<file path="src/rtl/hazard_scoreboard_if.sv">
// -----------------------------------------------------------------------------
// hazard_scoreboard_if
//   Bundles the decode-side issue bus, the variable-latency writeback bus, the
//   flush strobe and the scoreboard status outputs into one interface.
//
//   Parameters
//     REG_ID_WIDTH  register index width (2**REG_ID_WIDTH architectural regs)
//     NUM_SRC       source operands checked per decoded instruction
//     LAT_WIDTH     latency field width; all-ones encodes "variable latency"
//
//   Signals (direction seen from the scoreboard, i.e. the slave modport)
//     id_valid      in   instruction present in decode
//     id_src        in   NUM_SRC packed source ids, src k at [k*RW +: RW]
//     id_src_used   in   per-source valid mask
//     id_dest_we    in   instruction writes id_dest
//     id_dest       in   destination register id
//     id_lat        in   0 untracked, 1..max-1 fixed cycles, max variable
//     wb_valid      in   variable-latency result written back this cycle
//     wb_dest       in   writeback register id
//     flush         in   pipeline flush (mispredict / trap)
//     stall         out  hold PC, IF/ID and ID this cycle
//     busy          out  at least one register has a pending producer
//
//   Optional build macro HAZARD_SCOREBOARD_PERF_EN adds:
//     stall_cycles      out [31:0] saturating count of stalled cycles
//     raw_stall_cycles  out [31:0] saturating count of source-caused stalls
//
//   modport master : pipeline / decode side
//   modport slave  : the scoreboard
// -----------------------------------------------------------------------------
interface hazard_scoreboard_if #(
  parameter int REG_ID_WIDTH = 5,
  parameter int NUM_SRC      = 2,
  parameter int LAT_WIDTH    = 3
);

  logic                            id_valid;
  logic [NUM_SRC*REG_ID_WIDTH-1:0] id_src;
  logic [NUM_SRC-1:0]              id_src_used;
  logic                            id_dest_we;
  logic [REG_ID_WIDTH-1:0]         id_dest;
  logic [LAT_WIDTH-1:0]            id_lat;
  logic                            wb_valid;
  logic [REG_ID_WIDTH-1:0]         wb_dest;
  logic                            flush;
  logic                            stall;
  logic                            busy;
`ifdef HAZARD_SCOREBOARD_PERF_EN
  logic [31:0]                     stall_cycles;
  logic [31:0]                     raw_stall_cycles;
`endif

  modport master (
    output id_valid,
    output id_src,
    output id_src_used,
    output id_dest_we,
    output id_dest,
    output id_lat,
    output wb_valid,
    output wb_dest,
    output flush,
    input  stall,
    input  busy
`ifdef HAZARD_SCOREBOARD_PERF_EN
    ,
    input  stall_cycles,
    input  raw_stall_cycles
`endif
  );

  modport slave (
    input  id_valid,
    input  id_src,
    input  id_src_used,
    input  id_dest_we,
    input  id_dest,
    input  id_lat,
    input  wb_valid,
    input  wb_dest,
    input  flush,
    output stall,
    output busy
`ifdef HAZARD_SCOREBOARD_PERF_EN
    ,
    output stall_cycles,
    output raw_stall_cycles
`endif
  );

endinterface

</file>
<file path="src/rtl/hazard_scoreboard.sv">
// -----------------------------------------------------------------------------
// hazard_scoreboard
//   Per-register scoreboard that stalls decode on RAW or WAW hazards against
//   any in-flight multi-cycle producer. Fixed-latency producers (MUL/DIV)
//   retire themselves by a countdown; variable-latency producers (loads) are
//   retired by the writeback bus.
//
//   Ports
//     clk    in  rising-edge clock
//     reset  in  synchronous, active-high; clears every entry
//     sb     hazard_scoreboard_if.slave (issue, writeback, flush, stall, busy)
//
//   Optional feature macro: HAZARD_SCOREBOARD_PERF_EN
//     When defined, sb.stall_cycles / sb.raw_stall_cycles are driven by
//     saturating 32-bit performance counters. When undefined they do not exist.
//
//   Timing
//     stall is purely combinational from registered entry state plus the
//     current decode inputs, so a hazard is flagged in the same cycle the
//     dependent instruction sits in decode. Issue/clear take effect at the
//     next rising edge.
// -----------------------------------------------------------------------------
module hazard_scoreboard #(
  parameter int REG_ID_WIDTH = 5,
  parameter int NUM_SRC      = 2,
  parameter int LAT_WIDTH    = 3
) (
  input  logic               clk,
  input  logic               reset,
  hazard_scoreboard_if.slave sb
);

  localparam int                   NUM_REGS = 2 ** REG_ID_WIDTH;
  localparam logic [LAT_WIDTH-1:0] LAT_VAR  = {LAT_WIDTH{1'b1}};
  localparam logic [LAT_WIDTH-1:0] LAT_ONE  = LAT_WIDTH'(1);

  genvar gi;

  // One bit per architectural register: a producer is still in flight.
  logic [NUM_REGS-1:0] pend_vec;

  logic [NUM_SRC-1:0]  src_hit;
  logic                dest_hit;
  logic                stall_comb;
  logic                issue_fire;
  logic                issue_is_var;

  // ---------------------------------------------------------------------------
  // Hazard detection
  // ---------------------------------------------------------------------------
  // Register 0 is hard-wired and its entry never becomes pending, but the id
  // is masked explicitly too so a stray index can never raise a hazard.
  generate
    for (gi = 0; gi < NUM_SRC; gi++) begin : g_src
      logic [REG_ID_WIDTH-1:0] src_id;
      assign src_id      = sb.id_src[gi*REG_ID_WIDTH +: REG_ID_WIDTH];
      assign src_hit[gi] = sb.id_src_used[gi] && (src_id != '0) && pend_vec[src_id];
    end
  endgenerate

  // WAW: a new writer must not overtake an older in-flight writer.
  assign dest_hit = sb.id_dest_we && (sb.id_dest != '0) && pend_vec[sb.id_dest];

  // A flushed instruction is being squashed, so it never needs to wait.
  assign stall_comb = sb.id_valid && !sb.flush && ((|src_hit) || dest_hit);

  // Latency 0 means the result is forwarded in time and needs no tracking.
  assign issue_fire   = sb.id_valid && !stall_comb && !sb.flush && sb.id_dest_we &&
                        (sb.id_dest != '0) && (sb.id_lat != '0);
  assign issue_is_var = (sb.id_lat == LAT_VAR);

  // ---------------------------------------------------------------------------
  // Scoreboard entries
  // ---------------------------------------------------------------------------
  // Each entry owns its own state so the per-register update rules stay local.
  // Priority inside an entry: reset, then a new issue, then retirement. An
  // issue can never collide with retirement of the same register because a
  // pending destination forces a WAW stall, which blocks the issue.
  generate
    for (gi = 0; gi < NUM_REGS; gi++) begin : g_entry
      if (gi == 0) begin : g_zero
        assign pend_vec[gi] = 1'b0;
      end else begin : g_live
        logic                 pend_reg;
        logic                 var_reg;
        logic [LAT_WIDTH-1:0] cnt_reg;
        logic                 issue_here;
        logic                 wb_here;

        assign issue_here = issue_fire && (sb.id_dest == REG_ID_WIDTH'(gi));
        assign wb_here    = sb.wb_valid && (sb.wb_dest == REG_ID_WIDTH'(gi));

        always_ff @(posedge clk) begin
          if (reset) begin
            pend_reg <= 1'b0;
            var_reg  <= 1'b0;
            cnt_reg  <= '0;
          end else if (issue_here) begin
            pend_reg <= 1'b1;
            var_reg  <= issue_is_var;
            cnt_reg  <= issue_is_var ? '0 : sb.id_lat;
          end else if (pend_reg && var_reg) begin
            // Loads already committed to return data, so a flush leaves them
            // alone; only their own writeback retires them.
            if (wb_here) begin
              pend_reg <= 1'b0;
              var_reg  <= 1'b0;
            end
          end else if (pend_reg) begin
            // Fixed-latency producer: the edge that takes cnt from 1 to 0 also
            // drops pend, giving exactly id_lat stalled cycles for a dependent.
            // A flush kills the producer outright.
            if (sb.flush || (cnt_reg == LAT_ONE)) begin
              pend_reg <= 1'b0;
              cnt_reg  <= '0;
            end else begin
              cnt_reg  <= cnt_reg - LAT_ONE;
            end
          end
        end

        assign pend_vec[gi] = pend_reg;
      end
    end
  endgenerate

  // ---------------------------------------------------------------------------
  // Outputs
  // ---------------------------------------------------------------------------
  assign sb.stall = stall_comb;
  assign sb.busy  = |pend_vec;

`ifdef HAZARD_SCOREBOARD_PERF_EN
  // ---------------------------------------------------------------------------
  // Performance counters (saturating)
  // ---------------------------------------------------------------------------
  // A cycle where both a source and the destination hit is attributed to the
  // source, since the RAW dependency is the one that must be honoured.
  logic [31:0] stall_cycles_reg;
  logic [31:0] raw_stall_cycles_reg;
  logic        raw_stall;

  assign raw_stall = stall_comb && (|src_hit);

  always_ff @(posedge clk) begin
    if (reset) begin
      stall_cycles_reg     <= '0;
      raw_stall_cycles_reg <= '0;
    end else begin
      if (stall_comb && (stall_cycles_reg != 32'hFFFF_FFFF)) begin
        stall_cycles_reg <= stall_cycles_reg + 32'd1;
      end
      if (raw_stall && (raw_stall_cycles_reg != 32'hFFFF_FFFF)) begin
        raw_stall_cycles_reg <= raw_stall_cycles_reg + 32'd1;
      end
    end
  end

  assign sb.stall_cycles     = stall_cycles_reg;
  assign sb.raw_stall_cycles = raw_stall_cycles_reg;
`endif

endmodule

</file>
<file path="src/flat_wrapper.sv">
// flat-port wrapper written by rule: the top's interface ports become plain ports
module hazard_scoreboard_flat 
#(
  parameter int REG_ID_WIDTH = 5,
  parameter int NUM_SRC      = 2,
  parameter int LAT_WIDTH    = 3
)
  (clk, reset, sb_id_valid, sb_id_src, sb_id_src_used, sb_id_dest_we, sb_id_dest, sb_id_lat, sb_wb_valid, sb_wb_dest, sb_flush, sb_stall, sb_busy);
  hazard_scoreboard_if #(.REG_ID_WIDTH(REG_ID_WIDTH), .NUM_SRC(NUM_SRC), .LAT_WIDTH(LAT_WIDTH)) sb_i ();
  input  logic clk;
  input  logic reset;
  input wire logic [$bits(sb_i.id_valid)-1:0] sb_id_valid;
  input wire logic [$bits(sb_i.id_src)-1:0] sb_id_src;
  input wire logic [$bits(sb_i.id_src_used)-1:0] sb_id_src_used;
  input wire logic [$bits(sb_i.id_dest_we)-1:0] sb_id_dest_we;
  input wire logic [$bits(sb_i.id_dest)-1:0] sb_id_dest;
  input wire logic [$bits(sb_i.id_lat)-1:0] sb_id_lat;
  input wire logic [$bits(sb_i.wb_valid)-1:0] sb_wb_valid;
  input wire logic [$bits(sb_i.wb_dest)-1:0] sb_wb_dest;
  input wire logic [$bits(sb_i.flush)-1:0] sb_flush;
  output wire logic [$bits(sb_i.stall)-1:0] sb_stall;
  output wire logic [$bits(sb_i.busy)-1:0] sb_busy;
  assign sb_i.id_valid = sb_id_valid;
  assign sb_i.id_src = sb_id_src;
  assign sb_i.id_src_used = sb_id_src_used;
  assign sb_i.id_dest_we = sb_id_dest_we;
  assign sb_i.id_dest = sb_id_dest;
  assign sb_i.id_lat = sb_id_lat;
  assign sb_i.wb_valid = sb_wb_valid;
  assign sb_i.wb_dest = sb_wb_dest;
  assign sb_i.flush = sb_flush;
  assign sb_stall = sb_i.stall;
  assign sb_busy = sb_i.busy;
  hazard_scoreboard #(.REG_ID_WIDTH(REG_ID_WIDTH), .NUM_SRC(NUM_SRC), .LAT_WIDTH(LAT_WIDTH)) u_core (.clk(clk), .reset(reset), .sb(sb_i));
endmodule
</file>
<file path="config.mk">
export PLATFORM = sky130hd
export DESIGN_NAME = hazard_scoreboard_flat
export DESIGN_NICKNAME = d
export VERILOG_FILES = /design/src/rtl/hazard_scoreboard_if.sv /design/src/rtl/hazard_scoreboard.sv /design/src/flat_wrapper.sv
export SDC_FILE = /design/constraint.sdc
export NUM_CORES = 1
export LEC_CHECK = 0
export ABC_AREA = 1
export BUFFER_PORTS_ARGS = -buffer_cell sky130_fd_sc_hd__buf_2
export CORE_MARGIN = 1
export CORE_UTILIZATION = 40
export DETAILED_ROUTE_END_ITERATION = 10
export SETUP_SLACK_MARGIN = 0.3
export SYNTH_ARGS = -nofsm -noshare
export SYNTH_HDL_FRONTEND = slang
export SYNTH_SLANG_ARGS = --single-unit
</file>
<file path="constraint.sdc">
create_clock -name clk -period 2.8 [get_ports clk]
set_clock_uncertainty 0.1 [all_clocks]
set_input_delay 0.42 -clock clk [delete_from_list [all_inputs] [get_ports clk]]
set_output_delay 0.42 -clock clk [all_outputs]
set_load 0.1 [all_outputs]
</file>
==> results of run 1 <==
==> worst max-delay path by stage <==
| stage | from | end | slack (ns) | cells after the start |
|---|---|---|---|---|
| floorplan | sb_id_src[0] | sb_stall | 0.45 | 12 |
| detailed placement | sb_id_dest[0] | u_core.g_entry[29].g_live.cnt_reg[2] | 0.1 | 17 |
| CTS | u_core.g_entry[19].g_live.pend_reg | sb_stall | 0.31 | 13 |
| finish | u_core.g_entry[29].g_live.pend_reg | sb_busy | 0.34 | 5 |
| global placement | sb_id_src[5] | sb_stall | 0.11 | 12 |
| global route | u_core.g_entry[6].g_live.pend_reg | u_core.g_entry[24].g_live.var_reg | 0.26 | 15 |
==> layout make-up <==
cell class / instances / area, um2
Fill cell: 2753 / 13900
Multi-Input combinational cell: 1308 / 6490
Sequential cell: 155 / 3180
Inverter: 277 / 1070
Timing Repair Buffer: 78 / 666
Clock buffer: 23 / 478
Tap cell: 335 / 419
Clock inverter: 9 / 113
Antenna cell: 2 / 5.00
==> layer usage <==
layer,wire (um),global-route usage [%],vias up
met5,0,0,-
met4,847,7.49,0
met3,2010,3.80,40
met2,15800,40.6,296
met1,16300,34.0,5198
li1,-,-,5754
==> cell usage in the layout (no fill, tap or decap), drive strengths merged, types with 30 or more instances in the layout <==
master  count
dfxtp     155
o21ai     106
clkbuf     30
xor2       31
inv       273
nor2      280
nand2     453
ha         62
a21oi      98
nand3     214
buf        71
==> what timing repair did <==
item / in CTS / in global routing
cloned: 0 / 5
resized for setup: 33 / 71
buffers inserted: 1 / 10
setup endpoints to repair: 2 / 120
pin swaps: 1 / 16
==> power groups by stage <==
stage               clock [mW]  combinational [mW]  sequential (mW)
CTS                       2.42               0.467             2.21
floorplan                    0               0.292             2.26
global route              2.54               0.553             2.20
finish                    2.38               0.511             2.20
detailed placement           0               0.459             2.27
global placement             0               0.460             2.27
==> synthesized netlist by cell type (all sizes together) <==
library cell	count
nand3b	1
ha	62
inv	274
clkinv	3
nor4	5
buf	24
a211oi	1
a21oi	98
dfxtp	155
nor3	5
a31oi	29
nor2	280
o21a	1
o211ai	1
nand3	214
clkbuf	31
xor2	31
nand4	10
or2	11
nand2	453
o21ai	106
==> worst reg2reg max path: stages, from the launching register on <==
cell and delay (ns):
dfxtp_1 0.32, inv_2 0.13, nand2_1 0.08, nand3_1 0.09, nand3_1 0.09, nand3_1 0.08
nand3_1 0.09, nand3_2 0.11, nand3_4 0.10, buf_6 0.14, nor2_8 0.12, clkbuf_2 0.16
buf_4 0.14, clkbuf_16 0.17, nand2_2 0.11, o21ai_0 0.17, a21oi_1 0.05
==> kinds of logic (layout without fill, tap and decap cells) <==
group,Yosys count,in the layout,synth area share [%]
other,0,2,0
buffers and inverters,332,387,12.4
XOR/XNOR,31,31,2.50
AND/OR/NAND/NOR,979,979,38.0
adder cells (fa/ha/maj),62,62,7.16
AO/OA/AOI/OAI,236,236,11.3
flip-flops,155,155,28.6
==> metrics.md, run 1 <==
| Metric | Value |
|---|---|
| Outcome | finished, violations left |
| Failing checks | DRC |
| Share of cells above drive strength 1 | 12.3% |
| CP dominant cell by count | nand4_1 |
| H-Tree Depth | 4 |
| Area growth from synthesis to layout | 14.5% |
| Sw Share | 26.8% |
| WL/cell | 16.0 um |
| Family with the most delay on the worst path | simple AND/OR/NAND/NOR gates |
| RSZ-0062 raised after global routing | false |
| Inst Count DP | 2137 |
| CP bufs+invs | 2 |
| Clock tree buffer depth | 2 |
| Hold endpoint | u_core.g_entry[7].g_live.cnt_reg[1] |
| Worst slack at placement | 0.0989 ns |
| Setup TNS | 0 ns |
| Final ANT Viol Nets | 0 |
| R2r setup slk | 0.43 ns |
| RePlAce Congestion | 0.946 |
| Comb power frac | 10.0% |
| Clock-pin slew on the worst setup and hold paths | 0.07 ns |
| Remaining DRCs | 4 |
| Fin util | 47.1% |
| Crit-path max FO | 5 |
| Worst hold path depth | 5 |
| Ports | 33 |
| Slowest cell on crit path | dfxtp_4 |
| Reg2reg start | u_core.g_entry[7].g_live.pend_reg |
| TritonCTS Buffers | 17 |
| Post-route insts no fill | 2187 |
| Max FFs per register | 93 |
| Cell internal pwr | 3.73 mW |
| Slew Limit Fails | 0 |
| Worst path max stage delay | 0.38 ns |
| First-pass detailed-route iteration total | 8 |
| Post-synth top area cell | dfxtp_1 |
| GRT overflow | 0 |
| Die area | 0.0278 mm2 |
| Final wirelength | 35.0 mm |
| Minimum clock period | 2.46 ns |
| Clk_lat worst skew | 0.43 ns |
| Post-Syn Area per Cell | 6.04 um2 |
| Post-Layout Inst Area | 0.0124 mm2 |
| Worst slew margin | 42.3% |
| Cell row count | 59 |
| Clock Tree Root | clkbuf_16 |
| Crit share post-route | 88.0% |
| Syn Nets | 1888 |
| Initial drt markers | 973 |
| Worst-path cell chain | inv_1, nand4_1, nor4_1, nand4_1, buf_12 |
| Mapped Cells | 1795 |
| I/O Buffers | 32 |
| Core Region | 0.0264 mm2 |
| # hold bufs at CTS | 0 |
| Synth warn | 0 |
| Clock Power Share | 46.8% |
| Flop pwr share | 43.2% |
| Via density | 5.16 |
| Hold Slack | 0.307 ns |
| Final setup margin | 0.336 ns |
| DP Area | 0.0114 mm2 |
| Hold Path Origin | sb_id_lat[1] |
| Leakage | 5.73 nW |
| Worst EP arrival | 1.94 ns |
| GRT Total Usage | 25.0% |
| Post-synthesis cell type count | 33 |
| Synthesized flop and latch total | 155 |
| CP Class | reg -> out |
| Power Total | 5.09 mW |
| Worst setup SP type | flop |
| First-pass GRT wire length | 54.6 mm |
| Psw | 1.37 mW |
| Post-synth top area share | 28.6% |
| HP Class | in -> reg |
| Worst Tran Pin Value | 0.865 ns |
| Setup violations, final | 0 |
| RR Endpoint | u_core.g_entry[5].g_live.var_reg |
| R2R depth | 16 |
| Synth Cell Area | 0.0108 mm2 |
| Die Width | 167 um |
| Final hold violation count | 0 |
| Post-synthesis sequential area ratio | 28.6% |
| FMAX | 406 MHz |
| CP required | 2.28 ns |
| Critical Path End Type | output pin |
| Clock sink count | 155 |
| Nets | 1930 |
| Initial core utilization | 41.1% |
| Top cells by area, synth | dfxtp_1 29%, nand2_1 15%, nand3_1 9.8% |
| Initial antenna violation count | 2 |
| Vias in the first global route | 10217 |
| Detail Placement HPWL | 24.6 mm |
| Height of the chip | 167 um |
| Max-Cap Viols | 0 |
| Peak VDD IR | 0.409 mV |
| Largest net degree at the start of global routing | 68 |
| Power per cell area | 410 mW/mm2 |
| CTS tree | done |
| Via count | 11288 |
(Power assumes the default switching activity.)
==> run 2, diff against run 1 <==
Settings changed: PLACE_DENSITY set to 0.52.
==> run 2 against run 1 <==
  * The flow still finishes with violations (DRC)
  * Flip-flop and latch count is the same
  * Clock-buffer cell count decreased by 5
  * Fmax fell by 0.43%
  * Die area is the same
  * Final cell count fell by 0.18%
  * Register-to-register slack hardly changed
  * Clock power rose by 2%
  * Utilization rose by 0.15 points
  * Sequential power barely moved
  * Critical path depth is 1 higher
  * Via count shrank 0.71%
  * Highest routed layer unchanged
==> metrics.md, run 2 (synthesis gave the netlist of run 1 again) <==
| Metric | Value |
|---|---|
| Outcome | finished, violations left |
| Failing checks | DRC |
| Max FFs per register | 93 |
| RSZ-0062 raised after global routing | true |
| Fin util | 47.3% |
| Area growth from synthesis to layout | 14.9% |
| Initial drt markers | 1054 |
| Crit-path max FO | 4 |
| CP Class | reg -> out |
| Worst slack at placement | 0.137 ns |
| Worst EP arrival | 1.95 ns |
| Slew Limit Fails | 0 |
| WL/cell | 16.7 um |
| Critical Path End Type | output pin |
| Worst setup SP type | flop |
| Clock tree buffer depth | 2 |
| RR Endpoint | u_core.g_entry[14].g_live.cnt_reg[0] |
| Hold endpoint | u_core.g_entry[7].g_live.cnt_reg[1] |
| HP Class | in -> reg |
| First-pass GRT wire length | 54.6 mm |
| Initial antenna violation count | 0 |
| Remaining DRCs | 1 |
| Commonest non-fill, non-tap cell in the layout | nand2_1 |
| Minimum clock period | 2.47 ns |
| Final hold violation count | 0 |
| Clk_lat worst skew | 0.45 ns |
| Crit share post-route | 88.4% |
| Share of cells above drive strength 1 | 12.7% |
| Die Width | 167 um |
| Via count | 11208 |
| # hold bufs at CTS | 0 |
| # fillers | 2855 |
| Power per cell area | 413 mW/mm2 |
| FMAX | 404 MHz |
| Cell row count | 59 |
| Cell internal pwr | 3.63 mW |
| Clock Power Share | 47.2% |
| Clock Tree Root | clkbuf_16 |
| TritonCTS Buffers | 17 |
| R2r setup slk | 0.44 ns |
| First-pass detailed-route iteration total | 9 |
| Via density | 5.13 |
| Clock sink count | 155 |
| Sw Share | 29.5% |
| Commonest non-fill, non-tap cells in the layout | 418 x nand2_1, 274 x nor2_1, 241 x inv_1 |
| Final wirelength | 36.4 mm |
| Setup violations, final | 0 |
| GRT overflow | 0 |
| Nets | 1928 |
| Die area | 0.0278 mm2 |
| Height of the chip | 167 um |
| Flop pwr share | 42.7% |
| Worst Tran Pin Value | 0.841 ns |
| Final ANT Viol Nets | 0 |
| Inserted Diodes | 0 |
| Final setup margin | 0.325 ns |
| I/O Buffers | 32 |
| Comb power frac | 10.1% |
| Psw | 1.52 mW |
| Largest net degree at the start of global routing | 105 |
| Hold Slack | 0.292 ns |
| Ports | 33 |
| Worst hold path depth | 5 |
| Hold Path Origin | sb_id_lat[1] |
| CTS tree | done |
| Max-Cap Viols | 0 |
| Worst slew margin | 43.9% |
| Register area | 0.00317 mm2 |
| Reg2reg start | u_core.g_entry[27].g_live.pend_reg |
| CP required | 2.28 ns |
| Vias in the first global route | 10015 |
| Initial core utilization | 41.1% |
| Clock-pin slew on the worst setup and hold paths | 0.08 ns |
| H-Tree Depth | 4 |
| Detail Placement HPWL | 25.0 mm |
| RePlAce Congestion | 0.950 |
| Leakage | 5.76 nW |
| Multi-input combinational cell area | 0.00650 mm2 |
| Setup TNS | 0 ns |
| GRT Total Usage | 25.3% |
| Peak VDD IR | 0.356 mV |
| R2R depth | 17 |
| Core Region | 0.0264 mm2 |
[run 2: power groups by stage]
stage	clock, mW	sequential, mW	combinational, mW
floorplan	0	2.26	0.292
global placement	0	2.27	0.468
detailed placement	0	2.27	0.467
CTS	2.48	2.21	0.475
global route	2.55	2.20	0.557
finish	2.43	2.20	0.519
[run 2: layer usage]
layer | vias up | track usage [%] | part of all wire (%)
li1 | 5750 | - | -
met1 | 5094 | 34.7 | 47
met2 | 319 | 40.5 | 44
met3 | 45 | 3.99 | 6.4
met4 | 0 | 8.01 | 2.1
met5 | - | 0 | 0
[run 2: worst max-delay path by stage]
stage / from / depth (start not counted) / end
after floorplan: sb_id_src[0] / 12 / sb_stall
after global placement: sb_id_src[5] / 12 / sb_stall
after detailed placement: sb_id_src[5] / 18 / u_core.g_entry[29].g_live.cnt_reg[1]
after CTS: u_core.g_entry[25].g_live.pend_reg / 11 / sb_stall
after global routing: u_core.g_entry[31].g_live.pend_reg / 6 / sb_busy
final: u_core.g_entry[22].g_live.pend_reg / 6 / sb_busy
[run 2: final cells by class]
type                    instances  share of cell area, %
flip-flops and latches        155                   25.5
repair buffers                 76                   5.70
clock buffers                  18                   3.53
clock inverters                14                   1.19
inverters                     277                   8.60
multi-input cells            1308                   52.2
well taps                     335                   3.36
[run 2: timing repair]
item,in CTS,in global routing
setup buffers,1,8
cloned,0,6
setup endpoints to repair,8,107
gates resized for setup,38,64
pin swaps,1,7
[run 2: critical path, cell delays in order, from the launching register on]
cell,delay [ns]
dfxtp_2,0.36
inv_1,0.10
buf_4,0.14
nand4_1,0.10
nor4_2,0.25
nand4_1,0.28
buf_12,0.26
[run 2: metrics by stage]
| step | instance area [um2] | power [mW] | instances |
|---|---|---|---|
| 2_1_floorplan | 10800 | 2.56 | 1795 |
| 3_5_place_dp | 11400 | 2.73 | 2136 |
| 6_report | 12500 | 5.15 | 2183 |
| 4_1_cts | 12100 | 5.17 | 2169 |
| 5_1_grt | 12500 | 5.31 | 2183 |
| 3_3_place_gp | 11400 | 2.73 | 2136 |
==> run 3, diff against run 2 <==
Settings changed: CTS_BUF_LIST set to sky130_fd_sc_hd__clkbuf_16, CTS_CLUSTER_SIZE set to 20.
==> run 3 against run 2 <==
  * The flow still finishes with violations (DRC)
  * Clock-buffer cell count shrank 1
  * Register-to-register slack barely moved
  * Setup slack gained 0.010 ns
  * Wire length fell by 0.21%
  * Highest routed layer unchanged
  * Via count is 0.45% higher
  * Global-route usage rose by 0.052 points
  * Worst hold slack worse by 0.0042 ns
  * Total power down 0.60%
  * Critical path type unchanged
  * Combinational power rose by 1%
  * Sequential share of layout area down 0.15 points
  * Non-clock buffer count increased by 4
==> metrics.md, run 3 (synthesis gave the netlist of run 1 again) <==
| Metric | Value |
|---|---|
| Outcome | finished, violations left |
| Failing checks | DRC |
| Height of the chip | 167 um |
| Worst path max stage delay | 0.37 ns |
| R2r setup slk | 0.45 ns |
| Final ANT Viol Nets | 0 |
| Hold Path Origin | sb_id_lat[1] |
| Max FFs per register | 93 |
| Minimum clock period | 2.46 ns |
| Max-Cap Viols | 0 |
| Comb power frac | 10.2% |
| RR Endpoint | u_core.g_entry[7].g_live.var_reg |
| Commonest non-fill, non-tap cell in the layout | nand2_1 |
| Critical Path End Type | output pin |
| First-pass GRT wire length | 54.7 mm |
| GRT overflow | 0 |
| Ports | 33 |
| FMAX | 406 MHz |
| Worst setup SP type | flop |
| Clock-pin slew on the worst setup and hold paths | 0.07 ns |
| Clock Tree Root | clkbuf_16 |
| Clock Power Share | 46.7% |
| Peak VDD IR | 0.355 mV |
| Reg2reg start | u_core.g_entry[19].g_live.pend_reg |
| Detail Placement HPWL | 25.0 mm |
| CP dominant cell by count | nand4_1 |
| Worst slew margin | 45.2% |
| Post-Layout Inst Area | 0.0125 mm2 |
| Hold endpoint | u_core.g_entry[7].g_live.cnt_reg[1] |
| Share of cells above drive strength 1 | 13.0% |
| Initial drt markers | 975 |
| RePlAce Congestion | 0.950 |
| Crit-path max FO | 4 |
| Cell internal pwr | 3.61 mW |
| CTS tree | done |
| Power Total | 5.12 mW |
| Setup TNS | 0 ns |
| Final hold violation count | 0 |
| Clock tree buffer depth | 2 |
| Flop pwr share | 43.0% |
| Fin util | 47.5% |
| Psw | 1.51 mW |
| Sw Share | 29.5% |
| Initial antenna violation count | 0 |
| DP Area | 0.0114 mm2 |
| Crit share post-route | 88.0% |
| Clock sink count | 155 |
| TritonCTS Buffers | 17 |
| R2R depth | 17 |
| Slowest cell on crit path | dfxtp_4 |
| Leakage | 5.83 nW |
| Worst-path cell chain | inv_4, buf_6, nand4_1, nor4_2, nand4_1, buf_12 |
| Area growth from synthesis to layout | 15.5% |
| Worst hold path depth | 5 |
| Final wirelength | 36.3 mm |
| Worst EP arrival | 1.94 ns |
| GRT Total Usage | 25.4% |
| Nets | 1932 |
| Worst Tran Pin Value | 0.821 ns |
| Die Width | 167 um |
| Die area | 0.0278 mm2 |
| HP Class | in -> reg |
| Vias in the first global route | 10039 |
| Power per cell area | 409 mW/mm2 |
| Remaining DRCs | 2 |
| Cell row count | 59 |
| First-pass detailed-route iteration total | 9 |
| Largest net degree at the start of global routing | 105 |
| # fillers | 2847 |
| WL/cell | 16.6 um |
| Via count | 11258 |
| Setup violations, final | 0 |
| Slew Limit Fails | 0 |
| RSZ-0062 raised after global routing | true |
| Clk_lat worst skew | 0.45 ns |
| I/O Buffers | 32 |
| H-Tree Depth | 4 |
| Commonest non-fill, non-tap cells in the layout | 416 x nand2_1, 274 x nor2_1, 241 x inv_1 |
| CP required | 2.28 ns |
| Initial core utilization | 41.1% |
| Core Region | 0.0264 mm2 |
| Via density | 5.15 |
| CP Class | reg -> out |
run 3: cell count changes in the layout (fill, tap and decap cells not counted), moves of 2 or more:
cell / before / now
nand2_4: 2 / 5
buf_12: 7 / 9
nand2_1: 418 / 416
buf_4: 30 / 32
run 3: worst max-delay path: cells and delay by family (launching register included):
kind | cells | cell delay [ns]
flops | 1 | 0.37
simple gates | 3 | 0.68
buf+inv | 3 | 0.44
run 3: layer usage:
metal  vias up  share of wire (%)  track usage, %
li1       5759                  -               -
met1      5118                 48            34.5
met2       334                 44            41.1
met3        47                6.3            3.99
met4         0                2.3            7.77
met5         -                  0               0
run 3: stage by stage:
stage                     hold slack, ns  cells  setup WS [ns]
after global placement             0.371   2136          0.159
after global routing               0.315   2187          0.241
after floorplan                    0.356   1795          0.446
final                              0.288   2188          0.335
after detailed placement           0.377   2136          0.137
after CTS                          0.276   2169          0.282
run 3: how the worst max path moves through the flow:
stage                                        from                                   end  slack, ns
2_1_floorplan                        sb_id_src[0]                              sb_stall       0.45
3_3_place_gp                         sb_id_src[5]                              sb_stall       0.16
3_5_place_dp                         sb_id_src[5]  u_core.g_entry[29].g_live.cnt_reg[1]       0.14
4_1_cts         u_core.g_entry[1].g_live.pend_reg                              sb_stall       0.28
5_1_grt        u_core.g_entry[31].g_live.pend_reg                               sb_busy       0.24
6_report       u_core.g_entry[30].g_live.pend_reg                               sb_busy       0.34
run 3: timing repair:
item                       CTS  global route
buffers inserted             1            12
gates cloned                 0             6
hold buffers                 0             0
setup endpoints to repair    8           107
pin swaps                    1            10
gates resized for setup     38            70
run 3: area by class of cell:
type	count	area (um2)	area share (%)
Timing Repair Buffer	80	761	6.08
Clock buffer	17	425	3.40
Sequential cell	155	3170	25.3
Multi-Input combinational cell	1308	6520	52.1
Inverter	277	1070	8.53
Antenna cell	1	2.50	0.0200
Tap cell	335	419	3.35
Clock inverter	15	151	1.21
run 3: power groups by stage:
stage / sequential [mW] / clock [mW] / combinational (mW)
floorplan: 2.26 / 0 / 0.292
global placement: 2.27 / 0 / 0.468
detailed placement: 2.27 / 0 / 0.467
CTS: 2.21 / 2.45 / 0.475
global route: 2.20 / 2.53 / 0.563
finish: 2.20 / 2.39 / 0.524
